--- src/rtl/larpix_stim_sched.sv ---
// larpix_stim_sched: round-robin scheduler for charge-injection stimulus.
// Requesting channels are arbitrated fairly, each injection is clamped to
// MAX_E, and a 64-bit tag describing the injection is offered downstream.
module larpix_stim_sched #(
   parameter int NUMCHANNELS  = 32,
   parameter int CHAN_BITS    = 5,
   parameter int CHARGE_WIDTH = 16,
   parameter int MAX_E        = 20000,
   parameter int DEADTIME     = 16
) (
   input  logic                                clk,
   input  logic                                reset_n,
   input  logic                                enable,
   input  logic [7:0]                          chip_id,
   input  logic [NUMCHANNELS-1:0]              req,
   input  logic [NUMCHANNELS*CHARGE_WIDTH-1:0] req_charge,
   output logic [NUMCHANNELS-1:0]              grant,
   output logic                                inject_valid,
   output logic [CHAN_BITS-1:0]                inject_chan,
   output logic [CHARGE_WIDTH-1:0]             inject_charge,
   output logic                                tag_valid,
   input  logic                                tag_ready,
   output logic [63:0]                         tag_out,
   output logic [31:0]                         inject_count,
   output logic [1:0]                          dbg_state_o
);

   // Tag handshake: a tag transfers on a rising clk edge where tag_valid and
   // tag_ready are both 1. Once tag_valid rises, tag_out stays stable and
   // tag_valid stays high until that transfer; tag_valid never depends on
   // tag_ready.

   localparam logic [1:0] ST_IDLE  = 2'd0;
   localparam logic [1:0] ST_ARB   = 2'd1;
   localparam logic [1:0] ST_ISSUE = 2'd2;
   localparam logic [1:0] ST_WAIT  = 2'd3;

   localparam int                      DT_BITS  = $clog2(DEADTIME + 1);
   // Loading DEADTIME-1 makes the channel win again no earlier than
   // DEADTIME+1 cycles after its ISSUE cycle.
   localparam logic [DT_BITS-1:0]      DT_LOAD  = DT_BITS'(DEADTIME - 1);
   localparam logic [CHARGE_WIDTH-1:0] MAX_E_C  = CHARGE_WIDTH'(MAX_E);
   localparam logic [CHAN_BITS-1:0]    LAST_CH  = CHAN_BITS'(NUMCHANNELS - 1);
   localparam logic [NUMCHANNELS-1:0]  ONE_HOT0 = NUMCHANNELS'(1);

   logic [1:0]              state_q, state_d;
   logic [CHAN_BITS-1:0]    rr_q, rr_d;
   logic [CHAN_BITS-1:0]    chan_q, chan_d;
   logic [CHARGE_WIDTH-1:0] charge_q, charge_d;
   logic [63:0]             tag_q, tag_d;
   logic [31:0]             count_q, count_d;
   logic [31:0]             ts_q;

   logic [NUMCHANNELS-1:0]  eligible;
   logic [CHARGE_WIDTH-1:0] charge_arr [NUMCHANNELS];
   logic                    found;
   logic [CHAN_BITS-1:0]    win;
   logic [CHAN_BITS-1:0]    cand;
   logic [CHARGE_WIDTH-1:0] win_charge;
   logic [63:0]             tag_live;
   logic                    in_issue;

   assign in_issue = (state_q == ST_ISSUE);

   // Per-channel dead-time counter: reload on this channel's injection, else count down to 0
   for (genvar n = 0; n < NUMCHANNELS; n++) begin : g_ch
      logic [DT_BITS-1:0] dt_q;

      assign charge_arr[n] = req_charge[n*CHARGE_WIDTH +: CHARGE_WIDTH];
      assign eligible[n]   = req[n] && (dt_q == '0);

      always_ff @(posedge clk) begin
         if (!reset_n) begin
            dt_q <= '0;
         end else if (in_issue && (chan_q == CHAN_BITS'(n))) begin
            dt_q <= DT_LOAD;
         end else if (dt_q != '0) begin
            dt_q <= dt_q - 1'b1;
         end
      end
   end

   // Free-running timestamp stamped into every tag
   always_ff @(posedge clk) begin
      if (!reset_n) begin
         ts_q <= '0;
      end else begin
         ts_q <= ts_q + 32'd1;
      end
   end

   // Round-robin search: first eligible channel starting at rr_q, wrapping
   always_comb begin
      found = 1'b0;
      win   = '0;
      cand  = '0;
      for (int k = 0; k < NUMCHANNELS; k++) begin
         cand = CHAN_BITS'((int'(rr_q) + k) % NUMCHANNELS);
         if (!found && eligible[cand]) begin
            found = 1'b1;
            win   = cand;
         end
      end
   end

   assign win_charge = (charge_arr[win] > MAX_E_C) ? MAX_E_C : charge_arr[win];
   assign tag_live   = {ts_q, chip_id, 8'(chan_q), 16'(charge_q)};

   // Scheduler next-state: arbitrate, issue one injection, hold the tag until accepted
   always_comb begin
      state_d  = state_q;
      rr_d     = rr_q;
      chan_d   = chan_q;
      charge_d = charge_q;
      tag_d    = tag_q;
      count_d  = count_q;
      case (state_q)
         ST_IDLE: begin
            if (enable) state_d = ST_ARB;
         end
         ST_ARB: begin
            if (!enable) begin
               state_d = ST_IDLE;
            end else if (found) begin
               state_d  = ST_ISSUE;
               chan_d   = win;
               charge_d = win_charge;
            end
         end
         ST_ISSUE: begin
            tag_d   = tag_live;
            count_d = count_q + 32'd1;
            rr_d    = (chan_q == LAST_CH) ? '0 : chan_q + 1'b1;
            state_d = tag_ready ? ST_ARB : ST_WAIT;
         end
         ST_WAIT: begin
            if (tag_ready) state_d = ST_ARB;
         end
         default: state_d = ST_IDLE;
      endcase
   end

   // Scheduler registers; reset drops any pending tag
   always_ff @(posedge clk) begin
      if (!reset_n) begin
         state_q  <= ST_IDLE;
         rr_q     <= '0;
         chan_q   <= '0;
         charge_q <= '0;
         tag_q    <= '0;
         count_q  <= '0;
      end else begin
         state_q  <= state_d;
         rr_q     <= rr_d;
         chan_q   <= chan_d;
         charge_q <= charge_d;
         tag_q    <= tag_d;
         count_q  <= count_d;
      end
   end

   assign grant         = in_issue ? (ONE_HOT0 << chan_q) : '0;
   assign inject_valid  = in_issue;
   assign inject_chan   = chan_q;
   assign inject_charge = charge_q;
   assign tag_valid     = in_issue || (state_q == ST_WAIT);
   assign tag_out       = in_issue ? tag_live : tag_q;
   assign inject_count  = count_q;
   assign dbg_state_o   = state_q;

endmodule
--- config.mk ---
export PLATFORM = sky130hd
export DESIGN_NAME = larpix_stim_sched
export DESIGN_NICKNAME = d
export VERILOG_FILES = /design/src/rtl/larpix_stim_sched.sv
export SDC_FILE = /design/constraint.sdc
export NUM_CORES = 1
export LEC_CHECK = 0
export ABC_AREA = 1
export CORE_AREA = 5 5 274 276
export DETAILED_ROUTE_END_ITERATION = 12
export DIE_AREA = 0 0 279 281
export PLACE_DENSITY = 0.71
export SYNTH_ARGS = -nofsm -noshare
export SYNTH_HDL_FRONTEND = slang
export SYNTH_SLANG_ARGS = --single-unit
--- constraint.sdc ---
create_clock -name clk -period 5.9 [get_ports clk]
set_clock_uncertainty 0.2 [all_clocks]
set_input_delay 1.18 -clock clk [delete_from_list [all_inputs] [get_ports clk]]
set_output_delay 1.18 -clock clk [all_outputs]
set_load 0.01 [all_outputs]
==> flow_summary.yaml <==
floorplanning:
  die_width_microns: 279
  die_y_microns: 281
  num_rows: 99
  start_util: 0.352
  dieArea_sq_um: 78400
  ioPinCount: 709
  core_area_sq_um: 72300
cts:
  h-tree-depth: 2
  worstSkewPairLatency_ns: 0.56
  clkTransAtPathRegs_ns: 0.06
  cts_sinks: 316
  numCtsBuffers: 35
  ctsLongestPathBuffers: 3
  cts_hold_buf: 0
  cts_root_buf: "clkbuf_16"
  tritoncts: "yes"
synth:
  avgSynthCellArea_sq_um: 5.87
  ys_types: 59
  synth_area_leaders: "dfxtp_1, nand2_1, nand3_1"
  synth_async_sr_flop_share: 0
  netlist_area_sq_um: 25500
  yosys.area.top_type: "dfxtp_1"
  synthFlopType: "dfxtp_1"
  netlist.area_leader.share: 0.249
  synth.yosys.seq_area_share: 0.249
  yosys_register_bits: 316
  synthCells: 4336
  synth.most_common_cell: "nand2_1"
  synth_edf_count: 0
  synth_common_cells: "nand2_1, nand3_1, inv_1, nor2_1, dfxtp_1"
  synth_fp_nets: 4983
  yosys_warnings: 0
setup_path:
  worstSetupStartpointType: "input port"
  cp.arrival_ns: 6.59
  cp.required_ns: 6.19
  r2r_cells: 47
  cpMaxStageDelayCell: "nor2_4"
  startpoint: "req[2]"
  path_class: "in2reg"
  reg2reg_setup_slack_ns: -0.37
  crit_fanout: 15
  rr_endpoint: "inject_charge[0]$_SDFFE_PN0P_"
  max_stage_delay_ns: 0.18
  cp-endpoint: "inject_charge[0]$_SDFFE_PN0P_"
  endpoint_kind: "register"
  reg2reg_from: "rr_q[0]$_SDFFE_PN0P_"
grt:
  antenna_found_initial: 19
  grt_util_all_layers: 0.324
  grt_pass1_wl_mm: 198
  grt_overflow: 0
  grt_max_degree: 85
  grt_pass1_vias: 33164
timing:
  setup_viol: 15
  setup_ws_ns: -0.402
  drv_slew: 0
  finalCritPeriodShare: 1.07
  tightest_slew_ns: 0.920
  fin_crit_ns: 6.30
  hold_violations: 0
  max_slew_margin: 0.387
  fmax_mhz: 159
  whs_ns: 0.246
  rsz0062_at_grt: "yes"
pwr:
  powerDensity_nw_per_um2: 740
  intPower_mw: 15.3
  ir_worst_vdd_mv: 0.550
  p_comb_frac: 0.837
  totalPowerFinal_mw: 31.2
  switching_share: 0.509
  power_frac_clock: 0.069
  seq_power_share: 0.095
  p_leak_nw: 19.5
  power.switching_mw: 15.9
place:
  port_buffers: 708
  dpl_cell_area_sq_um: 37500
  place_inst: 6337
  hpwl_mm: 102
  place_congestion: 1.03
drt:
  drc: 0
  final_antenna_net_count: 0
  num_vias: 34720
  dr.first_iter.drc_count: 3231
  wire_per_inst_microns: 20.5
  wl_mm: 135
  vias_per_cell: 5.30
  drtPass1Iterations: 7
job:
  drv_cap: 0
final_layout:
  register_area_sq_um: 6350
  synthToLayoutAreaGrowth_pct: 65.8
  drive_above_1_share: 0.217
  nets: 6206
  fill_cells: 6835
  stdcell_area_sq_um: 42200
  multiInputGateArea_sq_um: 18000
  final_cell_count_no_fill: 6555
outcome:
  status: "finished, violations left"
  violations: "negative setup slack"
hold_path:
  hold_path_class: "reg2reg"
## cell usage in the layout, fill, tap and decap left out, types with 16 or more instances in the layout
cell	n
nand4_1	48
nor4_1	19
ha_1	83
nand2_2	119
nor2_1	344
buf_2	18
a21oi_2	18
nor3_1	52
clkdlybuf4s50_1	675
buf_12	61
xor2_1	56
nand3_4	20
nand3b_1	16
dfxtp_1	302
a21oi_1	222
xnor2_1	25
nand2_1	1150
inv_2	18
nor2_2	25
nand3_2	135
clkbuf_16	35
a31oi_1	21
buf_4	568
buf_6	52
nand3_1	689
buf_16	21
nor2_4	20
o21ai_0	176
inv_1	411
## metrics by stage
step           utilization  TNS (ns)  setup WS, ns
2_1_floorplan            -   -0.0857       -0.0171
4_1_cts              0.578     -1.17        -0.108
3_3_place_gp         0.518    -22.54         -1.49
6_report             0.583     -5.53        -0.402
5_1_grt              0.583    -10.83        -0.756
3_5_place_dp         0.518    -23.23         -1.53
## worst max-delay path: cells and delay by family
kind | cells | cell delay, ns
buffers and inverters | 7 | 0.89
AO/OA/AOI/OAI | 1 | 0.13
AND/OR/NAND/NOR | 37 | 4.32
## sequential cells by signal, indices dropped and copies added (netlist names)
register       cells
inject_chan        5
ts_q              32
inject_charge     16
g_ch.dt_q        160
tag_q             64
inject_count      32
dbg_state_o        2
rr_q               5
## metal layers
layer	global-route usage	wire, microns	vias to the layer above
met2	0.543	61900	1546
met1	0.410	55400	16188
met5	0	34	-
li1	-	-	16651
met4	0.127	6610	4
met3	0.0663	10600	331
## timing repair
item / in CTS / in global routing
pin swaps: 178 / 75
buffers inserted: 115 / 12
resized for setup: 536 / 87
setup endpoints to repair: 15 / 15
cloned: 24 / 0
## power groups by stage
stage / combinational (mW) / clock (mW) / sequential (mW)
floorplan: 12.0 / 0 / 2.91
global placement: 20.3 / 0 / 2.96
detailed placement: 20.4 / 0 / 2.97
CTS: 25.1 / 2.20 / 2.94
global route: 28.0 / 2.28 / 3.00
finish: 26.1 / 2.15 / 2.95
## layout make-up
type	count	area share
repair buffers	1409	0.329
clock buffers	54	0.0241
diodes	12	0.000712
flip-flops and latches	316	0.150
multi-input cells	3357	0.426
inverters	440	0.0397
clock inverters	8	0.00184
well taps	959	0.0284
## worst min path at each step
stage / endpoint / slack, ns / startpoint / cells after the start
floorplan: tag_q[21]$_SDFF_PN0_ / 0.22 / tag_q[21]$_SDFF_PN0_ / 2
global placement: tag_q[23]$_SDFF_PN0_ / 0.23 / tag_q[23]$_SDFF_PN0_ / 2
detailed placement: tag_q[23]$_SDFF_PN0_ / 0.23 / tag_q[23]$_SDFF_PN0_ / 2
CTS: tag_q[23]$_SDFF_PN0_ / 0.25 / tag_q[23]$_SDFF_PN0_ / 2
global route: tag_q[22]$_SDFF_PN0_ / 0.28 / tag_q[22]$_SDFF_PN0_ / 2
finish: tag_q[23]$_SDFF_PN0_ / 0.25 / tag_q[23]$_SDFF_PN0_ / 2
## kinds of logic (layout without fill, tap and decap cells)
group                      Yosys count  after routing  synth area share
other                                0             12                 0
and+or+nand+nor                   2669           2671             0.455
AOI/OAI and AO/OA                  511            511             0.109
xor gates and xnor gates            84             84            0.0295
buffers and inverters              665           1911             0.113
DFF                                316            316             0.249
adders and majority gates           91             91            0.0447
(Power assumes the default switching activity.)
